### src/rtl/vga_timing.sv
// VGA 640x480@60 scan generator: pixel counters, blank-gated registered RGB and sync, frame tick.
// Optional macro PIXEL_DIV2_EN: 50 MHz clk with an internal divide-by-two pixel enable.
module vga_timing #(
    parameter int ACTIVE_WIDTH  = 640,
    parameter int H_FRONT       = 16,
    parameter int H_SYNC        = 96,
    parameter int H_BACK        = 48,
    parameter int ACTIVE_HEIGHT = 480,
    parameter int V_FRONT       = 10,
    parameter int V_SYNC        = 2,
    parameter int V_BACK        = 33
) (
    input  logic       clk,
    input  logic       reset,
    input  logic [3:0] r_in,
    input  logic [3:0] g_in,
    input  logic [3:0] b_in,
    output logic [9:0] x,
    output logic [9:0] y,
    output logic       hsync,
    output logic       vsync,
    output logic [3:0] vga_r,
    output logic [3:0] vga_g,
    output logic [3:0] vga_b,
    output logic       active,
    output logic       frame_tick
);

    localparam int H_TOTAL = ACTIVE_WIDTH + H_FRONT + H_SYNC + H_BACK;
    localparam int V_TOTAL = ACTIVE_HEIGHT + V_FRONT + V_SYNC + V_BACK;

    localparam logic [9:0] H_LAST = 10'(H_TOTAL - 1);
    localparam logic [9:0] V_LAST = 10'(V_TOTAL - 1);
    localparam logic [9:0] H_ACT  = 10'(ACTIVE_WIDTH);
    localparam logic [9:0] V_ACT  = 10'(ACTIVE_HEIGHT);
    localparam logic [9:0] HS_BEG = 10'(ACTIVE_WIDTH + H_FRONT);
    localparam logic [9:0] HS_END = 10'(ACTIVE_WIDTH + H_FRONT + H_SYNC);
    localparam logic [9:0] VS_BEG = 10'(ACTIVE_HEIGHT + V_FRONT);
    localparam logic [9:0] VS_END = 10'(ACTIVE_HEIGHT + V_FRONT + V_SYNC);

    logic [9:0] r_x;
    logic [9:0] r_y;
    logic [9:0] w_x_nxt;
    logic [9:0] w_y_nxt;
    logic       w_step;
    logic       w_vis;
    logic       w_hs_n;
    logic       w_vs_n;
    logic       w_tick;
    logic       r_hsync;
    logic       r_vsync;
    logic       r_active;
    logic       r_tick;
    logic [3:0] r_r;
    logic [3:0] r_g;
    logic [3:0] r_b;

`ifdef PIXEL_DIV2_EN
    logic r_pix_en;

    // Pixel enable: high on every other clk, first step on the 2nd clk after reset
    always_ff @(posedge clk) begin
        if (reset) begin
            r_pix_en <= 1'b0;
        end else begin
            r_pix_en <= ~r_pix_en;
        end
    end

    assign w_step = r_pix_en;
`else
    assign w_step = 1'b1;
`endif

    // Next counter values and decode of the current scan position
    always_comb begin
        w_x_nxt = r_x + 10'd1;
        w_y_nxt = r_y;
        if (r_x == H_LAST) begin
            w_x_nxt = 10'd0;
            if (r_y == V_LAST) begin
                w_y_nxt = 10'd0;
            end else begin
                w_y_nxt = r_y + 10'd1;
            end
        end else begin
            w_y_nxt = r_y;
        end
        w_vis  = (r_x < H_ACT) && (r_y < V_ACT);
        w_hs_n = !((r_x >= HS_BEG) && (r_x < HS_END));
        w_vs_n = !((r_y >= VS_BEG) && (r_y < VS_END));
        w_tick = (r_x == 10'd0) && (r_y == V_ACT);
    end

    // Scan position counters
    always_ff @(posedge clk) begin
        if (reset) begin
            r_x <= 10'd0;
            r_y <= 10'd0;
        end else if (w_step) begin
            r_x <= w_x_nxt;
            r_y <= w_y_nxt;
        end else begin
            r_x <= r_x;
            r_y <= r_y;
        end
    end

    // Output stage: everything registered from the same position so no skew between pins
    always_ff @(posedge clk) begin
        if (reset) begin
            r_hsync  <= 1'b1;
            r_vsync  <= 1'b1;
            r_active <= 1'b0;
            r_tick   <= 1'b0;
            r_r      <= 4'd0;
            r_g      <= 4'd0;
            r_b      <= 4'd0;
        end else if (w_step) begin
            r_hsync  <= w_hs_n;
            r_vsync  <= w_vs_n;
            r_active <= w_vis;
            r_tick   <= w_tick;
            r_r      <= w_vis ? r_in : 4'd0;
            r_g      <= w_vis ? g_in : 4'd0;
            r_b      <= w_vis ? b_in : 4'd0;
        end else begin
            // tick drops on the idle clk so it stays one clk wide
            r_tick   <= 1'b0;
        end
    end

    assign x          = r_x;
    assign y          = r_y;
    assign hsync      = r_hsync;
    assign vsync      = r_vsync;
    assign active     = r_active;
    assign frame_tick = r_tick;
    assign vga_r      = r_r;
    assign vga_g      = r_g;
    assign vga_b      = r_b;

endmodule

### config.mk
export PLATFORM = sky130hd
export DESIGN_NAME = vga_timing
export DESIGN_NICKNAME = d
export VERILOG_FILES = /design/src/rtl/vga_timing.sv
export SDC_FILE = /design/constraint.sdc
export NUM_CORES = 1
export LEC_CHECK = 0
export CAP_MARGIN = 20
export CORE_ASPECT_RATIO = 1.2
export CORE_UTILIZATION = 35
export CTS_BUF_LIST = sky130_fd_sc_hd__clkbuf_16
export DETAILED_ROUTE_END_ITERATION = 12
export SYNTH_ARGS = -nofsm -noshare
export SYNTH_HDL_FRONTEND = slang
export SYNTH_SLANG_ARGS = --single-unit
### constraint.sdc
create_clock -name clk -period 1.7 [get_ports clk]
set_input_delay 0.34 -clock clk [delete_from_list [all_inputs] [get_ports clk]]
set_output_delay 0.34 -clock clk [all_outputs]
set_load 0.02 [all_outputs]
==> flow_metrics.env <==
export IMPL_wl_um=3560
export IMPL_syn_area_per_cell_sq_um=9.87
export IMPL_worstPathCellList="clkdlybuf4s50_1"
export IMPL_cts_root_to_sink_buffers=2
export IMPL_synth_compound_area_share_pct=3.79
export IMPL_r2r_slack_ns=0.11
export IMPL_cts_sinks=36
export IMPL_die_x_um=62.2
export IMPL_die_height_um=74.2
export IMPL_path_clk_slew_ns=0.05
export IMPL_timing_clock_skew_ns=0.00318
export IMPL_synth_sequential_area_ratio_pct=47.4
export IMPL_muxShareOfSynthArea_pct=1.98
export IMPL_crit_path_max_fanout=6
export IMPL_fillers=336
export IMPL_placed_cell_area_sq_um=2130
export IMPL_antenna_cells=0
export IMPL_pin_count=50
export IMPL_htree_levels=2
export IMPL_core_region_area_sq_um=4040
export IMPL_worstSkewPairLatency_ns=0.27
export IMPL_detailedPlace_worstSlack_ns=-0.171
export IMPL_share_of_post_route_cells_with_drive_strength_above_1_pct=13.0
export IMPL_ir_drop_mv=0.536
export IMPL_finalSetupViolations=0
export IMPL_synthesis_yosys_warnings=0
export IMPL_grt_antenna_before_repair=0
export IMPL_detail_route_drc_violations=0
export IMPL_wire_per_inst_um=13.2
export IMPL_netlist_area_sq_um=1520
export IMPL_synth_largest_area_cell="sky130_fd_sc_hd__dfxtp_1"
export IMPL_floorplan_initialDensity_pct=37.7
export IMPL_synth_top_area_share_pct=47.4
export IMPL_postLayoutCellArea_sq_um=2280
export IMPL_clock_tree_from_tritoncts="yes"
export IMPL_combinational_family_with_the_most_area_after_synthesis="simple AND/OR/NAND/NOR gates"
export IMPL_p_per_area_nw_per_um2=822
export IMPL_cp_data_arrival_time_ns=1.32
export IMPL_relSlewSlack_pct=75.4
export IMPL_post_synthesis_simple_gate_area_fraction_pct=33.0
export IMPL_max_freq_mhz=603
export IMPL_critPathCaptureType="output pin"
export IMPL_grt_max_degree=14
export IMPL_ys_async_sr_fraction_pct=0
export IMPL_ctsHoldBuffers=0
export IMPL_ant_nets=0
export IMPL_synth_nets=172
export IMPL_route_vias_total=1283
export IMPL_first_global_vias=1249
export IMPL_numCtsBuffers=5
export IMPL_outcome="finished clean"
export IMPL_syn2layout_area_growth_pct=50.0
export IMPL_timing_critical_path_slowest_cell_delay_ns=0.64
export IMPL_layout_cells_non_filler=270
export IMPL_worst_ep_required_ns=1.36
export IMPL_grt_ovfl_total=0
export IMPL_tightest_slew_ns=0.368
export IMPL_post_route_period_util_pct=97.6
export IMPL_fp_row_count=25
export IMPL_post_synth_main_area_contributors="sky130_fd_sc_hd__dfxtp_1 (47%), sky130_fd_sc_hd__and2_1 (4.9%), sky130_fd_sc_hd__nor2_1 (4.9%)"
export IMPL_grt_pass1_wl_um=5870
export IMPL_critical_path_startpoint_type="flip-flop"
export IMPL_fin_util_pct=56.5
export IMPL_portBuffers=49
export IMPL_drt_first_pass_iters=4
export IMPL_ys_types=34
export IMPL_fin_crit_ns=1.66
export IMPL_max_cap_viol_count=0
export IMPL_cts_setup_buffers=0
export IMPL_grt_setup_unrepaired="true"
export IMPL_multi_input_area_sq_um=757
export IMPL_root_buffer="sky130_fd_sc_hd__clkbuf_16"
export IMPL_share_of_synthesized_cell_area_in_full_adder_half_adder_and_majority_cells_pct=3.29
export IMPL_synthesis_instances=154
export IMPL_dp_hpwl_um=2710
export IMPL_worstHoldPathType="flip-flop to flip-flop"
export IMPL_fin_nets=233
export IMPL_final_hold_viol_count=0
export IMPL_hold_ws_ns=0.450
export IMPL_power_static_leakage_uw=0.00102
export IMPL_placedCellCount=262
export IMPL_dr_first_iter_drc_count=52
export IMPL_number_of_storage_elements_in_the_synthesis_netlist=36
export IMPL_critical_path_n_buffers_inverters=1
export IMPL_detail_route_vias_per_cell=4.75
export IMPL_synth_enable_flop_cells=0
export IMPL_cpLargestDelayFamily="buffers and inverters"
export IMPL_timing_critical_path_slowest_stage_cell="sky130_fd_sc_hd__clkdlybuf4s50_1"
export IMPL_ff_latch_area_sq_um=726
export IMPL_aggregate_global_route_resource_usage_pct=16.8
export IMPL_slew_viol_final=0
export IMPL_dieArea_sq_um=4610
export IMPL_timing_final_ws_setup_ns=0.0410
export IMPL_post_synth_most_frequent_cells="sky130_fd_sc_hd__dfxtp_1 (36), sky130_fd_sc_hd__nor2_1 (20), sky130_fd_sc_hd__and2_1 (12), sky130_fd_sc_hd__nand3_1 (9), sky130_fd_sc_hd__nand4_1 (8)"
export IMPL_crit_type="flip-flop to output pin"
export IMPL_synthFlopType="sky130_fd_sc_hd__dfxtp_1"
export IMPL_yosysMostFrequentCell="sky130_fd_sc_hd__dfxtp_1"
export IMPL_area_share_of_xor_xnor_cells_in_the_synthesized_design_pct=6.91
export IMPL_routability_congestion_estimate_from_global_placement=0.785
report_power, final:
group	total (uW)	switching, uW	internal, uW	leakage, uW
Combinational	156	66.8	88.9	0.000650
Sequential	881	13.3	868	0.000295
Clock	837	311	526	0.0000738
what timing repair did:
item,4_1_cts,5_1_grt
setup endpoints to repair,12,10
gates resized for setup,12,9
pin swaps,0,1
gates cloned,0,0
cells in the final DEF (no fill, tap or decap), drive strengths merged, types with 5 or more instances in the layout:
| cell | n |
|---|---|
| dfxtp | 36 |
| clkdlybuf4s50 | 32 |
| nor2 | 20 |
| and2 | 12 |
| dlygate4sd2 | 12 |
| buf | 11 |
| nand3 | 10 |
| inv | 8 |
| nand4 | 8 |
| xor2 | 7 |
| a21oi | 6 |
| xnor2 | 5 |
| clkbuf | 5 |
| dlymetal6s2s | 5 |
metrics by stage:
step	power, uW	TNS, ns
floorplan	959	0
global placement	1050	-0.161
detailed placement	1050	-0.283
CTS	1890	0
global route	1960	-0.00824
finish	1870	0
state kept, by name, indices dropped and copies added, names as in the netlist:
name	count
y	10
vga_r	4
vga_b	4
vga_g	4
frame_tick	1
hsync	1
x	10
vsync	1
active	1
final cells by class:
class / count / share of cell area [%]
Multi-Input combinational cell: 106 / 33.2
Clock inverter: 3 / 0.494
Tap cell: 54 / 2.96
Timing Repair Buffer: 60 / 25.0
Sequential cell: 36 / 31.8
Clock buffer: 5 / 5.49
Inverter: 6 / 0.988
metal layers:
| metal | up-vias | GRT usage, % | share of wire, % |
|---|---|---|---|
| met3 | 7 | 4.91 | 3.5 |
| li1 | 651 | - | - |
| met4 | 0 | 8.79 | 2.5 |
| met2 | 23 | 29.5 | 52 |
| met1 | 602 | 18.8 | 42 |
| met5 | - | 0 | 0 |
kinds of logic (layout without fill, tap and decap cells):
kind of cell             after synthesis  count (layout)
adder cells (fa/ha/maj)                4               4
buffers and inverters                 12              74
AND/OR/NAND/NOR                       76              76
flip-flops                            36              36
XOR/XNOR                              12              12
AO/OA/AOI/OAI                         11              11
multiplexers                           3               3
path summary, 6_finish.rpt:
path,start,end,cells past startpoint
worst min-delay path,y[1],vsync,1
worst max-delay path,y[8],y[8],1
worst max register to register,x[0],y[7],5
worst min register to register,y[1],vsync,1
(Power assumes the default switching activity.)
